--- src/rtl/rv_iopmp_entry_port_arbiter.sv ---
// Single-port IOPMP entry SRAM arbiter: config port vs. N round-robin checkers,
// with starvation override, read-return routing, stall broadcast and write generation.
module rv_iopmp_entry_port_arbiter #(
  parameter int NUM_CHECKERS   = 2,
  parameter int NUMBER_ENTRIES = 8,
  parameter int ENTRY_WIDTH    = 128,
  parameter int READ_LATENCY   = 1,
  parameter int STARVE_LIMIT   = 4,
  parameter int GEN_WIDTH      = 8,
  localparam int AW = (NUMBER_ENTRIES > 1) ? $clog2(NUMBER_ENTRIES) : 1,
  localparam int BW = ENTRY_WIDTH / 8
) (
  input  logic                       clk_i,
  input  logic                       rst_i,
  input  logic                       cfg_req_i,
  input  logic                       cfg_we_i,
  input  logic [AW-1:0]              cfg_addr_i,
  input  logic [ENTRY_WIDTH-1:0]     cfg_wdata_i,
  input  logic [BW-1:0]              cfg_be_i,
  output logic                       cfg_gnt_o,
  output logic                       cfg_rvalid_o,
  output logic [ENTRY_WIDTH-1:0]     cfg_rdata_o,
  input  logic [NUM_CHECKERS-1:0]    chk_req_i,
  input  logic [NUM_CHECKERS*AW-1:0] chk_addr_i,
  output logic [NUM_CHECKERS-1:0]    chk_gnt_o,
  output logic [NUM_CHECKERS-1:0]    chk_rvalid_o,
  output logic [ENTRY_WIDTH-1:0]     chk_rdata_o,
  output logic                       chk_stall_o,
  output logic [GEN_WIDTH-1:0]       entry_gen_o,
  output logic                       mem_req_o,
  output logic                       mem_we_o,
  output logic [AW-1:0]              mem_addr_o,
  output logic [ENTRY_WIDTH-1:0]     mem_wdata_o,
  output logic [BW-1:0]              mem_be_o,
  input  logic [ENTRY_WIDTH-1:0]     mem_rdata_i
);

  localparam int IW = (NUM_CHECKERS > 1) ? $clog2(NUM_CHECKERS) : 1;
  localparam int SW = $clog2(STARVE_LIMIT + 1);
  localparam int LW = $clog2(READ_LATENCY + 2);

  logic [IW-1:0] rr_ptr;
  logic [SW-1:0] starve_cnt;
  logic [LW-1:0] stall_cnt;
  logic [IW-1:0] win_idx;
  logic          any_chk;
  logic          starve_override;
  logic          cfg_win;
  logic          chk_win;
  logic          rd_acc;
  logic          wr_acc;
  logic          out_vld;

  logic          pipe_vld [READ_LATENCY];
  logic          pipe_cfg [READ_LATENCY];
  logic [IW-1:0] pipe_idx [READ_LATENCY];

  // First requesting checker at or after rr_ptr, wrapping.
  always_comb begin
    logic found;
    int   idx;
    found   = 1'b0;
    win_idx = '0;
    idx     = 0;
    for (int k = 0; k < NUM_CHECKERS; k++) begin
      idx = (int'(rr_ptr) + k) % NUM_CHECKERS;
      if (!found && chk_req_i[IW'(idx)]) begin
        found   = 1'b1;
        win_idx = IW'(idx);
      end
    end
  end

  assign any_chk         = |chk_req_i;
  assign starve_override = (starve_cnt >= SW'(STARVE_LIMIT));
  assign cfg_win         = cfg_req_i && !(starve_override && any_chk);
  assign cfg_gnt_o       = !rst_i && cfg_win;
  assign chk_win         = !rst_i && any_chk && !cfg_win;
  assign chk_gnt_o       = chk_win ? (NUM_CHECKERS'(1) << win_idx) : '0;
  assign rd_acc          = (cfg_gnt_o && !cfg_we_i) || chk_win;
  assign wr_acc          = cfg_gnt_o && cfg_we_i;

  always_comb begin
    mem_req_o   = cfg_gnt_o || chk_win;
    mem_we_o    = 1'b0;
    mem_addr_o  = chk_addr_i[win_idx*AW +: AW];
    mem_wdata_o = '0;
    mem_be_o    = '1;
    if (cfg_gnt_o) begin
      mem_we_o    = cfg_we_i;
      mem_addr_o  = cfg_addr_i;
      mem_wdata_o = cfg_wdata_i;
      mem_be_o    = cfg_we_i ? cfg_be_i : '1;
    end
  end

  always_ff @(posedge clk_i) begin
    if (rst_i) begin
      rr_ptr      <= '0;
      starve_cnt  <= '0;
      entry_gen_o <= '0;
      stall_cnt   <= '0;
    end else begin
      if (chk_win) begin
        rr_ptr <= (win_idx == IW'(NUM_CHECKERS - 1)) ? '0 : win_idx + IW'(1);
      end
      if (chk_win || !any_chk) begin
        starve_cnt <= '0;
      end else if (cfg_gnt_o && !starve_override) begin
        starve_cnt <= starve_cnt + SW'(1);
      end
      if (wr_acc) begin
        entry_gen_o <= entry_gen_o + GEN_WIDTH'(1);
        stall_cnt   <= LW'(READ_LATENCY + 1);
      end else if (stall_cnt != '0) begin
        stall_cnt <= stall_cnt - LW'(1);
      end
    end
  end

  assign chk_stall_o = (stall_cnt != '0);

  // Return pipeline: tags each accepted read with its owner until the SRAM answers.
  always_ff @(posedge clk_i) begin
    if (rst_i) begin
      for (int i = 0; i < READ_LATENCY; i++) begin
        pipe_vld[i] <= 1'b0;
        pipe_cfg[i] <= 1'b0;
        pipe_idx[i] <= '0;
      end
    end else begin
      pipe_vld[0] <= rd_acc;
      pipe_cfg[0] <= cfg_gnt_o;
      pipe_idx[0] <= win_idx;
      for (int i = 1; i < READ_LATENCY; i++) begin
        pipe_vld[i] <= pipe_vld[i-1];
        pipe_cfg[i] <= pipe_cfg[i-1];
        pipe_idx[i] <= pipe_idx[i-1];
      end
    end
  end

  assign out_vld      = pipe_vld[READ_LATENCY-1] && !rst_i;
  assign cfg_rvalid_o = out_vld && pipe_cfg[READ_LATENCY-1];
  assign chk_rvalid_o = (out_vld && !pipe_cfg[READ_LATENCY-1]) ?
                        (NUM_CHECKERS'(1) << pipe_idx[READ_LATENCY-1]) : '0;
  assign cfg_rdata_o  = mem_rdata_i;
  assign chk_rdata_o  = mem_rdata_i;

endmodule
--- config.mk ---
export PLATFORM = sky130hd
export DESIGN_NAME = rv_iopmp_entry_port_arbiter
export DESIGN_NICKNAME = d
export VERILOG_FILES = /design/src/rtl/rv_iopmp_entry_port_arbiter.sv
export SDC_FILE = /design/constraint.sdc
export NUM_CORES = 1
export LEC_CHECK = 0
export CAP_MARGIN = 10
export CORE_AREA = 5 5 273 275
export CTS_BUF_LIST = sky130_fd_sc_hd__clkbuf_16
export CTS_CLUSTER_SIZE = 14
export DETAILED_ROUTE_END_ITERATION = 10
export DIE_AREA = 0 0 278 280
export DONT_BUFFER_PORTS = 1
export GPL_TIMING_DRIVEN = 0
export SLEW_MARGIN = 30
export SYNTH_ARGS = -nofsm -noshare
export SYNTH_HDL_FRONTEND = slang
export SYNTH_SLANG_ARGS = --single-unit
--- constraint.sdc ---
create_clock -name clk_i -period 3.8 [get_ports clk_i]
set_input_delay 1.14 -clock clk_i [delete_from_list [all_inputs] [get_ports clk_i]]
set_output_delay 1.14 -clock clk_i [all_outputs]
set_load 0.01 [all_outputs]
# ---- Word level (Yosys, flattened, before mapping)
# Memories as Yosys holds them, arrays and structs flattened.
# Index checks and enable logic that the tools add are counted.
dict set report totals {
  reg_bits 14
  ramBits 3
  wordCells 77
  n_memories 3
}
dict set report classes {
  addsub 5
  multipliers 1
  magnitude_cmp 3
  shifts 3
  n_mux 26
  n_reduce_logical 31
}
# name depth word_bits rd rd_clocked_by_memory_dff wr line_no
set mem_list {}
lappend mem_list {pipe_cfg 1 1 1 0 1 55} ;# logic pipe_cfg [READ_LATENCY];
lappend mem_list {pipe_idx 1 1 1 0 1 56} ;# logic [IW-1:0] pipe_idx [READ_LATENCY];
lappend mem_list {pipe_vld 1 1 1 0 1 54} ;# logic pipe_vld [READ_LATENCY];
# operator n
set op_table {}
lappend op_table {{2-to-1 mux 128 bit} 1}
lappend op_table {{2-to-1 mux 16 bit} 2}
lappend op_table {{2-to-1 mux 1 bit} 18}
lappend op_table {{logical AND 1 bit} 12}
lappend op_table {{adder 8 x 1 -> 8 bit, second input constant} 1}
lappend op_table {{logical NOT 1 bit} 8}
lappend op_table {{2-to-1 mux 2 bit} 4}
lappend op_table {{less-than comparator 1 x 3 -> 1 bit, second input constant} 2}
lappend op_table {{OR reduction 2 bit} 3}
lappend op_table {{variable part select 6 x 4 -> 3 bit} 1}
lappend op_table {{nonzero test 2 bit} 2}
lappend op_table {{<< shifter 1 x 1 -> 2 bit, first input constant} 2}
lappend op_table {{adder 3 x 1 -> 3 bit, second input constant} 1}
lappend op_table {{greater-or-equal comparator 3 bit, second input constant} 1}
lappend op_table {{logical OR 1 bit} 3}
lappend op_table {{multiplier 1 x 2 -> 3 bit, second input constant} 1}
lappend op_table {{2-to-1 mux 3 bit} 1}
lappend op_table {{OR reduction 1 bit} 3}
lappend op_table {{adder 1 bit, second input constant} 2}
lappend op_table {{subtractor 2 x 1 -> 2 bit, second input constant} 1}

# ---- Logic depth before layout (Yosys ltp)
dict set report logic_depth {
  ltp_word 10
  depth_mapped 6
  depth_no_buf 5
}

# ---- Least setup slack after synthesis
# No wires, ideal clock.
dict set report synth_timing {
  path_kind {input to output}
  startpoint {in chk_req_i[1]}
  endpoint {out mem_be_o[10]}
  arrival_time_ns 2.065
  required_ns 2.660
  setup_slack_ns 0.595
  cell_stages 4
  n_path_buf 2
  path_cell_list {o21a_1 -> buf_2 -> buf_2 -> or3_1}
}
dict set report synth_via {
  elab_chain_cells 6
}
# item line_no
set synth_rtl {}
lappend synth_rtl {{start, declared} 23} ;# input logic [NUM_CHECKERS-1:0] chk_req_i,
lappend synth_rtl {{OR reduction 2 bit} 74} ;# assign any_chk = |chk_req_i;
lappend synth_rtl {{logical AND 1 bit} 76} ;# assign cfg_win = cfg_req_i && !(starve_override && any_chk);
lappend synth_rtl {{logical NOT 1 bit} 76}
lappend synth_rtl {{logical AND 1 bit} 76}
lappend synth_rtl {{logical AND 1 bit} 77} ;# assign cfg_gnt_o = !rst_i && cfg_win;
lappend synth_rtl {{2-to-1 mux 16 bit} 89} ;# if (cfg_gnt_o) begin
lappend synth_rtl {{end, declared} 34} ;# output logic [BW-1:0] mem_be_o,
# Every way passes these cells.

# ---- Worst setup path in the final report
dict set report layout_timing {
  startpoint {in rst_i}
  endpoint {out mem_wdata_o[30]}
}
dict set report layout_via {
  elab_chain_cells 3
}
# item line_no
set layout_rtl {}
lappend layout_rtl {{start, declared} 14} ;# input logic rst_i,
lappend layout_rtl {{logical NOT 1 bit} 77}
lappend layout_rtl {{logical AND 1 bit} 77}
lappend layout_rtl {{2-to-1 mux 128 bit} 89}
lappend layout_rtl {{end, declared} 33} ;# output logic [ENTRY_WIDTH-1:0] mem_wdata_o,
# Every way passes these cells.

==> metrics <==
vias in the first global route=between 3k and 4k; Final GP Congestion=approximately 0.9; Min Clock Period, post-route=3.720 ns; Clock Latency Late Sink=0.24 ns; final period utilization=0.9789; status=finished, final reports clean; Die X=278 microns; Post-DP HPWL=between 20 and 25 mm; DIE AREA=between 0.07 and 0.08 sq mm; Max Root-Sink Buffers=2; max-cap violation count=0; CP Launch Type=input port; CTS tree=built; Mapped Area=approximately 0.0038 sq mm; Gate Count Post-Synth=517; total power=between 800 and 900 uW; WL/cell=around 15 microns; Slew Viols, Final=0; kind of critical path=input port to primary output; Final setup viols=0; hold_sp=stall_cnt[0]; pin count of the biggest net entering global routing=11; Syn Area/Cell=around 7.3 sq um; core footprint=between 0.07 and 0.08 sq mm; Worst-Margin Slew=0.5732 ns; Post-Route WL=roughly 22 mm; DRC Markers=0; placed insts=between 1k and 1.5k; share of cells above drive strength 1=0.5449; IO Pins=707; Setup Skew=0.001479 ns; Die Y=roughly 280 microns; PortBufs=0; FF-to-FF Start=entry_gen_o[0]; synthesis-stage register bit count=17; Final Hold Fails=0; CP max stage delay=0.38 ns; Starting Density=0.05252; Synth cell types=37; CTS Sinks=17; CP bufs+invs=2; Cell Pwr Density=168.9 mW/mm^2; Seq/Total Area, Yosys=0.08989; grt ovf=0; Total GRT Usage=0.04631; worst path cell trace=nand2b_1 -> nor2_4 -> buf_12 -> clkbuf_1 -> and2_1; Crit path required time=approximately 2.7 ns; Worst path slowest cell=and2_1; Vias=around 3.2k; unrepaired setup endpoints after global routing=false; Hold Crit Class=flip-flop to flip-flop; peak supply drop=~0.00021 V; CTS H-tree lvls=1; Finished Layout Cells=1,493; Root Buffer=clkbuf_16; fin nets=814; Post-DRT Antenna Nets=0; Slew headroom=0.6139; critical path launch point=rst_i; CP arrival=roughly 2.6 ns; synthesis-to-finish area growth=35.56%; antenna violations before repair=18; Crit. End Element=primary output; worst-path fanout max=10; Reg clk slew, reported paths=roughly 0.050 ns; Core Rows=between 90 and 100; Final Util=0.07119; drt first pass iters=4; cell leakage power=~2.1 nW; max frequency=268.8 MHz; post-synthesis net count=a little over 800; setup_tns=0 ns; Vias/cell=roughly 2.2; first-pass GRT wire length=around 26 mm; synth warn=0; CP delay by family, top=simple AND/OR/NAND/NOR gates; cts bufs inserted=3; Initial DRC Count=44
## cell usage in the layout, fill, tap and decap left out, types with 4 or more instances in the layout
master      n
buf_4     262
and2_1    124
dfxtp_1    17
or3_1      16
nor2_1     13
diode_2    11
inv_1       7
clkbuf_1    7
nand2_1     7
o21ai_0     5
and2_2      4
mux2i_1     4
nor4b_1     4
nor3_1      4
nand3_1     4
## worst reg2reg max path, cell delays in order (launching register included)
cell and delay, ns:
dfxtp_1 0.50, ha_1 0.29, nand2_1 0.06, or2_2 0.29
o21ai_0 0.15, o31ai_1 0.09
## registers in the layout (all words and copies together), names as in the netlist
name / cells
stall_cnt: 2
pipe_vld: 1
pipe_idx: 1
pipe_cfg: 1
starve_cnt: 3
rr_ptr: 1
entry_gen_o: 8
## stage by stage
step	cell area, sq um	hold slack (ns)	setup slack, ns
floorplan	3786	0.4149	0.5949
global placement	4986	0.4305	-0.3863
detailed placement	4986	0.4341	-0.4108
CTS	5100	0.4412	0.006026
global route	5115	0.4772	0.005569
finish	5132	0.4408	0.07999
## cell families after synthesis
group                      synth area share
AOI/OAI and AO/OA                   0.01950
xor gates and xnor gates           0.006941
adders and majority gates          0.009915
buffers and inverters                0.5406
DFF                                 0.08989
muxes                               0.01355
and+or+nand+nor                      0.3196
## metal layers
| layer | routed length, microns | part of all wire | global-route usage |
|---|---|---|---|
| met5 | 69 | 0.0032 | 0 |
| met4 | 572 | 0.026 | 0.01293 |
| met3 | 3149 | 0.14 | 0.02538 |
| met2 | 10850 | 0.50 | 0.07984 |
| met1 | 7195 | 0.33 | 0.04926 |
## Yosys cell counts
library cell    n  area [sq um]
nand3_1         4         20.02
buf_4         262          1967
and2_1        128         800.8
nor4_1          1         6.260
ha_1            3         37.54
inv_4           1         6.260
nor3_2          3         30.03
nand3b_4        1         20.02
xnor2_1         3         26.28
nor4b_1         4         35.03
mux2i_1         4         40.04
nand4_1         2         12.51
dfxtp_1        17         340.3
a21o_1          1         7.510
nor4bb_1        1         10.01
or2_2           2         12.51
buf_2           2         10.01
nor3_1          4         20.02
a31o_1          1         8.760
clkbuf_1       10         37.54
o21ai_0         5         25.02
mux2_1          1         11.26
nor2_1         13         48.80
o21a_1          1         7.510
a211oi_1        1         7.510
nand3b_1        1         7.510
buf_1           1         3.750
o31ai_1         1         7.510
or3_1          16         100.1
a21oi_1         2         10.01
nor2_4          1         11.26
and3b_1         1         8.760
nand2b_1        2         12.51
nor2b_1         3         18.77
or2_4           1         8.760
inv_1           6         22.52
nand2_1         7         26.28
## report_power, final
group,leakage [nW],switching [mW],internal [mW]
sequential,0.138,0.00501,0.184
combinational,1.90,0.255,0.222
clock,0.0424,0.0624,0.139
total,2.08,0.322,0.545
## layout make-up
cell class,count,area [sq um]
multi-input combinational,218,1404
timing repair buffer,2,27.53
clock inverter,1,3.754
sequential,17,340.3
buffer,275,2026
inverter,7,28.78
fill,8501,66960
clock buffer,3,75.07
antenna,11,27.53
tap,959,1200
## what timing repair did
| action | 4_1_cts | 5_1_grt |
|---|---|---|
| resized for setup | 6 | 3 |
| pin swaps | 1 | 0 |
| hold buffers | 0 | 0 |
| hold endpoints to repair | 0 | 0 |
| endpoints found under the setup margin | 48 | 4 |
| buffers inserted | 2 | 0 |
## worst paths after layout
check,slack (ns),depth (start not counted),to
hold / removal,0.44,1,stall_cnt[0]
setup / recovery,0.08,5,mem_wdata_o[30]
hold reg to reg,0.44,1,stall_cnt[0]
setup reg to reg,2.31,5,entry_gen_o[6]
Note: power is estimated with default switching activity, not from simulation.
